**src/rtl/control_pkg.sv**
```systemverilog
// Shared types and constants for the matrix-multiply control unit.
package control_pkg;

  localparam int unsigned      DEF_ADDR_W     = 16;
  localparam logic [15:0]      DEF_START_ADDR = 16'd0;

  // Sequencer state; FAULT is only reachable with the watchdog built in.
  typedef enum logic [1:0] {
    IDLE  = 2'd0,
    RUN   = 2'd1,
    HALT  = 2'd2,
    FAULT = 2'd3
  } seq_state_e;

  // Branch condition field encodings from the microcode ROM.
  localparam logic [1:0] COND_ALWAYS = 2'b00;
  localparam logic [1:0] COND_ZERO   = 2'b01;
  localparam logic [1:0] COND_DONE   = 2'b10;
  localparam logic [1:0] COND_EXT    = 2'b11;

endpackage

```
**src/rtl/micro_next_addr.sv**
```systemverilog
// Combinational next-address logic: flag select, branch taken, next upc and
// self-loop halt detection.
module micro_next_addr
  import control_pkg::*;
#(
  parameter int unsigned ADDR_W = DEF_ADDR_W
) (
  input  logic [ADDR_W-1:0] upc,
  input  logic [1:0]        condition,
  input  logic              BT,
  input  logic [ADDR_W-1:0] jump_addr,
  input  logic              zero_flag,
  input  logic              done_flag,
  input  logic              ext_flag,
  output logic [ADDR_W-1:0] next_upc,
  output logic              taken,
  output logic              halt
);

  logic flag_sel;

  // Pick the tested flag, resolve the branch and form the next address.
  always_comb begin
    flag_sel = 1'b1;
    case (condition)
      COND_ALWAYS: flag_sel = 1'b1;
      COND_ZERO:   flag_sel = zero_flag;
      COND_DONE:   flag_sel = done_flag;
      COND_EXT:    flag_sel = ext_flag;
      default:     flag_sel = 1'b1;
    endcase
    taken    = BT & flag_sel;
    next_upc = taken ? jump_addr : upc + ADDR_W'(1);
    halt     = taken & (jump_addr == upc);
  end

endmodule

```
**src/rtl/micro_sequencer.sv**
```systemverilog
// Micro-program counter with start/halt handshake and stall support.
// Optional watchdog fault on long stalls: define MICRO_SEQUENCER_WATCHDOG_EN.
module micro_sequencer
  import control_pkg::*;
#(
  parameter int unsigned       ADDR_W     = DEF_ADDR_W,
  parameter logic [ADDR_W-1:0] START_ADDR = ADDR_W'(DEF_START_ADDR),
  parameter int unsigned       WDT_LIMIT  = 1024
) (
  input  logic              clk,
  input  logic              rst_n,
  input  logic              start,
  input  logic              stall,
  input  logic [1:0]        condition,
  input  logic              BT,
  input  logic [ADDR_W-1:0] jump_addr,
  input  logic              zero_flag,
  input  logic              done_flag,
  input  logic              ext_flag,
  output logic [ADDR_W-1:0] upc,
  output logic              uop_valid,
  output logic              busy,
  output logic              done,
  output logic              fault
);

  seq_state_e        state_q;
  logic [ADDR_W-1:0] upc_q;
  logic              busy_q;
  logic              done_q;
  logic [ADDR_W-1:0] next_upc;
  logic              taken;
  logic              halt;

  micro_next_addr #(.ADDR_W(ADDR_W)) u_next_addr (
    .upc       (upc_q),
    .condition (condition),
    .BT        (BT),
    .jump_addr (jump_addr),
    .zero_flag (zero_flag),
    .done_flag (done_flag),
    .ext_flag  (ext_flag),
    .next_upc  (next_upc),
    .taken     (taken),
    .halt      (halt)
  );

`ifdef MICRO_SEQUENCER_WATCHDOG_EN
  localparam int unsigned WDT_W = $clog2(WDT_LIMIT + 1);
  logic [WDT_W-1:0] wdt_q;
  logic             fault_q;

  // Sequencer FSM with registered outputs and stall watchdog.
  always_ff @(posedge clk or negedge rst_n) begin
    if (!rst_n) begin
      state_q <= IDLE;
      upc_q   <= START_ADDR;
      busy_q  <= 1'b0;
      done_q  <= 1'b0;
      fault_q <= 1'b0;
      wdt_q   <= '0;
    end else begin
      case (state_q)
        IDLE: begin
          upc_q <= START_ADDR;
          if (start) begin
            state_q <= RUN;
            busy_q  <= 1'b1;
            wdt_q   <= '0;
          end
        end
        RUN: begin
          if (!stall) begin
            wdt_q <= '0;
            upc_q <= next_upc;
            if (halt) begin
              state_q <= HALT;
              busy_q  <= 1'b0;
              done_q  <= 1'b1;
            end
          end else if (wdt_q == WDT_W'(WDT_LIMIT - 1)) begin
            state_q <= FAULT;
            busy_q  <= 1'b0;
            fault_q <= 1'b1;
          end else begin
            wdt_q <= wdt_q + WDT_W'(1);
          end
        end
        HALT: begin
          if (start) begin
            state_q <= RUN;
            upc_q   <= START_ADDR;
            busy_q  <= 1'b1;
            done_q  <= 1'b0;
            wdt_q   <= '0;
          end
        end
        FAULT: ;
        default: state_q <= IDLE;
      endcase
    end
  end

  assign fault = fault_q;
`else
  // Sequencer FSM with registered outputs; stalls may last indefinitely.
  always_ff @(posedge clk or negedge rst_n) begin
    if (!rst_n) begin
      state_q <= IDLE;
      upc_q   <= START_ADDR;
      busy_q  <= 1'b0;
      done_q  <= 1'b0;
    end else begin
      case (state_q)
        IDLE: begin
          upc_q <= START_ADDR;
          if (start) begin
            state_q <= RUN;
            busy_q  <= 1'b1;
          end
        end
        RUN: begin
          if (!stall) begin
            upc_q <= next_upc;
            if (halt) begin
              state_q <= HALT;
              busy_q  <= 1'b0;
              done_q  <= 1'b1;
            end
          end
        end
        HALT: begin
          if (start) begin
            state_q <= RUN;
            upc_q   <= START_ADDR;
            busy_q  <= 1'b1;
            done_q  <= 1'b0;
          end
        end
        default: state_q <= IDLE;
      endcase
    end
  end

  assign fault = 1'b0;
`endif

  assign upc       = upc_q;
  assign busy      = busy_q;
  assign done      = done_q;
  assign uop_valid = (state_q == RUN) & ~stall;

endmodule

```
**config.mk**
```make
export PLATFORM = sky130hd
export DESIGN_NAME = micro_sequencer
export DESIGN_NICKNAME = d
export VERILOG_FILES = /design/src/rtl/control_pkg.sv /design/src/rtl/micro_next_addr.sv /design/src/rtl/micro_sequencer.sv
export SDC_FILE = /design/constraint.sdc
export NUM_CORES = 1
export LEC_CHECK = 0
export ABC_AREA = 0
export BUFFER_PORTS_ARGS = -buffer_cell sky130_fd_sc_hd__buf_2
export CAP_MARGIN = 10
export CORE_MARGIN = 4
export CORE_UTILIZATION = 52
export DETAILED_ROUTE_END_ITERATION = 8
export PLACE_DENSITY = 0.81
export SLEW_MARGIN = 20
export SYNTH_ARGS = -nofsm -noshare
export SYNTH_HDL_FRONTEND = slang
export SYNTH_SLANG_ARGS = --single-unit
```
**constraint.sdc**
```tcl
create_clock -name clk -period 2.2 [get_ports clk]
set_input_delay 0 -clock clk [delete_from_list [all_inputs] [get_ports clk]]
set_output_delay 0 -clock clk [all_outputs]
set_load 0.005 [all_outputs]
```
==> impl_metrics.toml <==
[detailed_routing]
drtPass1Iterations = 4
vias = 1537
viasPerCell = 5.91
route.detailed.drc = 0
drtIter0Drc = 62
post_drt_wl_per_cell_um = 15.5
ant_nets = 0
wl_um = 4040

[timing]
final-hold-violation-count = 0
hold_ws_ns = 0.00504
setup_ws_ns = 0.293
fin_crit_ns = 1.91
finClkSkew_ns = 0.00217
tns_ns = 0
setup_viol = 0
slew_viol_final = 0
fmax_ghz = 0.524
post-route-period-util = 0.867
max_slew_margin = 0.602
tightest_slew_ns = 0.595
rsz0062_at_grt = "no"

[synth]
syn_area_um2 = 1570
syn_inst = 180
yosys_warnings = 0
postSynthAreaPerCell_um2 = 8.74
synth_nets = 207
synth_edf_count = 0
synth_seq_area_share = 0.318
synth_ff_type = "dfrtp_1"
ys_async_sr_fraction = 1.00
synth_seq_cells = 20
ys_types = 40

[critical_path]
critPathLaunch = "upc[4]"
worstPathRequired_ns = 2.42
worstReg2RegStart = "upc[4]"
critPathMaxFanout = 9
worstSetupPathType = "register to register"
cp-end-kind = "register"
start_kind = "register"
crit_arrival_ns = 2.13

[global_route]
grt_pass1_wl_um = 6620
antenna_found_initial = 0
grt_usage = 0.205
grt_pass1_vias = 1462
grt-ovfl-total = 0
grt_max_degree = 21

[floorplanning]
io_pins = 46
start_util = 0.556
die_h_um = 63.0
rows = 19
core_um2 = 2830
dieArea_um2 = 3970
fp.dieW_um = 63.0

[layout]
fin_nets = 258
layout_common_cells = "buf_2 (44), dfrtp_1 (20), inv_1 (17)"
layout-drive-gt1-share = 0.271
fin_util = 0.672
n_antenna_cell = 0
final_common_cell = "buf_2"
area_growth_syn_to_layout_pct = 20.8

[power]
pwr_density_cell_nw_per_um2 = 547
p_leak_uw = 0.000895
ir_drop_uv = 396

[run_status]
status = "finished clean"

[hold_path]
min_path_type = "input pin to register"
min_from = "stall"

[placed_design]
gp_routability_congestion = 0.922
hpwlAfterDp_um = 2980
dp_slack_ns = 0.335
portBuffers = 44

[cts]
cts_setup_buffers = 0
clockBufferDepth = 2
cts_tree = "built"
clkSlewWorstSetupHoldPaths_ns = 0.11
cts_max_level = 1
clk_latency_ns = 0.30
post_cts_resized = 0
cts_sinks = 20
root_buffer = "clkbuf_4"
cts_made_buffers = 3

[run]
drv_cap = 0
==> power by group <==
group | internal, uW | switching [uW] | leakage [uW]
logic | 174 | 200 | 0.000623
clock network | 63.9 | 112 | 0.0000138
registers | 411 | 77.6 | 0.000258
==> per-stage QoR <==
stage | cell area [um2] | std cells | power, uW
final | 1900 | 260 | 1040
after global placement | 1800 | 249 | 851
after global routing | 1900 | 260 | 1100
after CTS | 1900 | 260 | 1040
after detailed placement | 1800 | 249 | 858
after floorplan | 1570 | 180 | 715
==> flip-flops by register name, summed over array words and instances, names as in the netlist <==
name / cells
upc: 16
busy: 1
done: 1
state_q: 2
==> synth_stat cells (all sizes together) (7+ instances only) <==
cell type | instances | area share
inv | 17 | 0.041
o22ai | 9 | 0.036
nand2 | 9 | 0.021
nand3 | 11 | 0.043
or4 | 8 | 0.038
xor2 | 16 | 0.089
a31oi | 13 | 0.052
clkbuf | 7 | 0.029
dfrtp | 20 | 0.32
mux2i | 10 | 0.064
nor4 | 8 | 0.032
==> per-layer routing <==
layer	track usage	vias up	part of all wire
met1	0.281	718	0.47
met3	0.0270	7	0.055
met5	0	-	0
met4	0.0716	0	0.014
li1	-	765	-
met2	0.328	47	0.46
==> worst max-delay path, stage by stage, from the launching register on <==
cell and delay (ns):
dfrtp_1 0.52, nand4_2 0.22, or4_1 0.57, or4_1 0.41, o211ai_1 0.11
==> layout make-up <==
cell class	count	area [um2]
clock buffers	3	22.5
inverters	17	63.8
repair buffers	59	365
fillers	245	928
multi-input cells	130	910
well taps	31	38.8
flip-flops and latches	20	500
==> final timing paths <==
check                                  end  slack (ns)  cells past startpoint
worst min register to register        done        0.51                      2
max in group asynchronous           upc[2]        1.73                      2
worst max register to register     upc[15]        0.29                      4
worst max-delay path               upc[15]        0.29                      4
worst min-delay path            state_q[0]       0.005                      3
min in group asynchronous           upc[9]        0.16                      2
==> kinds of logic (layout without fill, tap and decap cells) <==
| kind of cell | Yosys count | count (layout) | synth area share |
|---|---|---|---|
| and+or+nand+nor | 63 | 63 | 0.251 |
| AOI/OAI and AO/OA | 39 | 39 | 0.164 |
| buffers and inverters | 30 | 79 | 0.103 |
| DFF | 20 | 20 | 0.318 |
| xor gates and xnor gates | 16 | 16 | 0.0891 |
| muxes | 10 | 10 | 0.0636 |
| adders and majority gates | 1 | 1 | 0.00795 |
| other | 1 | 1 | 0.00238 |
==> repair_timing <==
action | CTS | global route
endpoints found under the setup margin | 0 | 0
hold endpoints to repair | 27 | 0
hold buffers | 8 | 0
(Power assumes the default switching activity.)
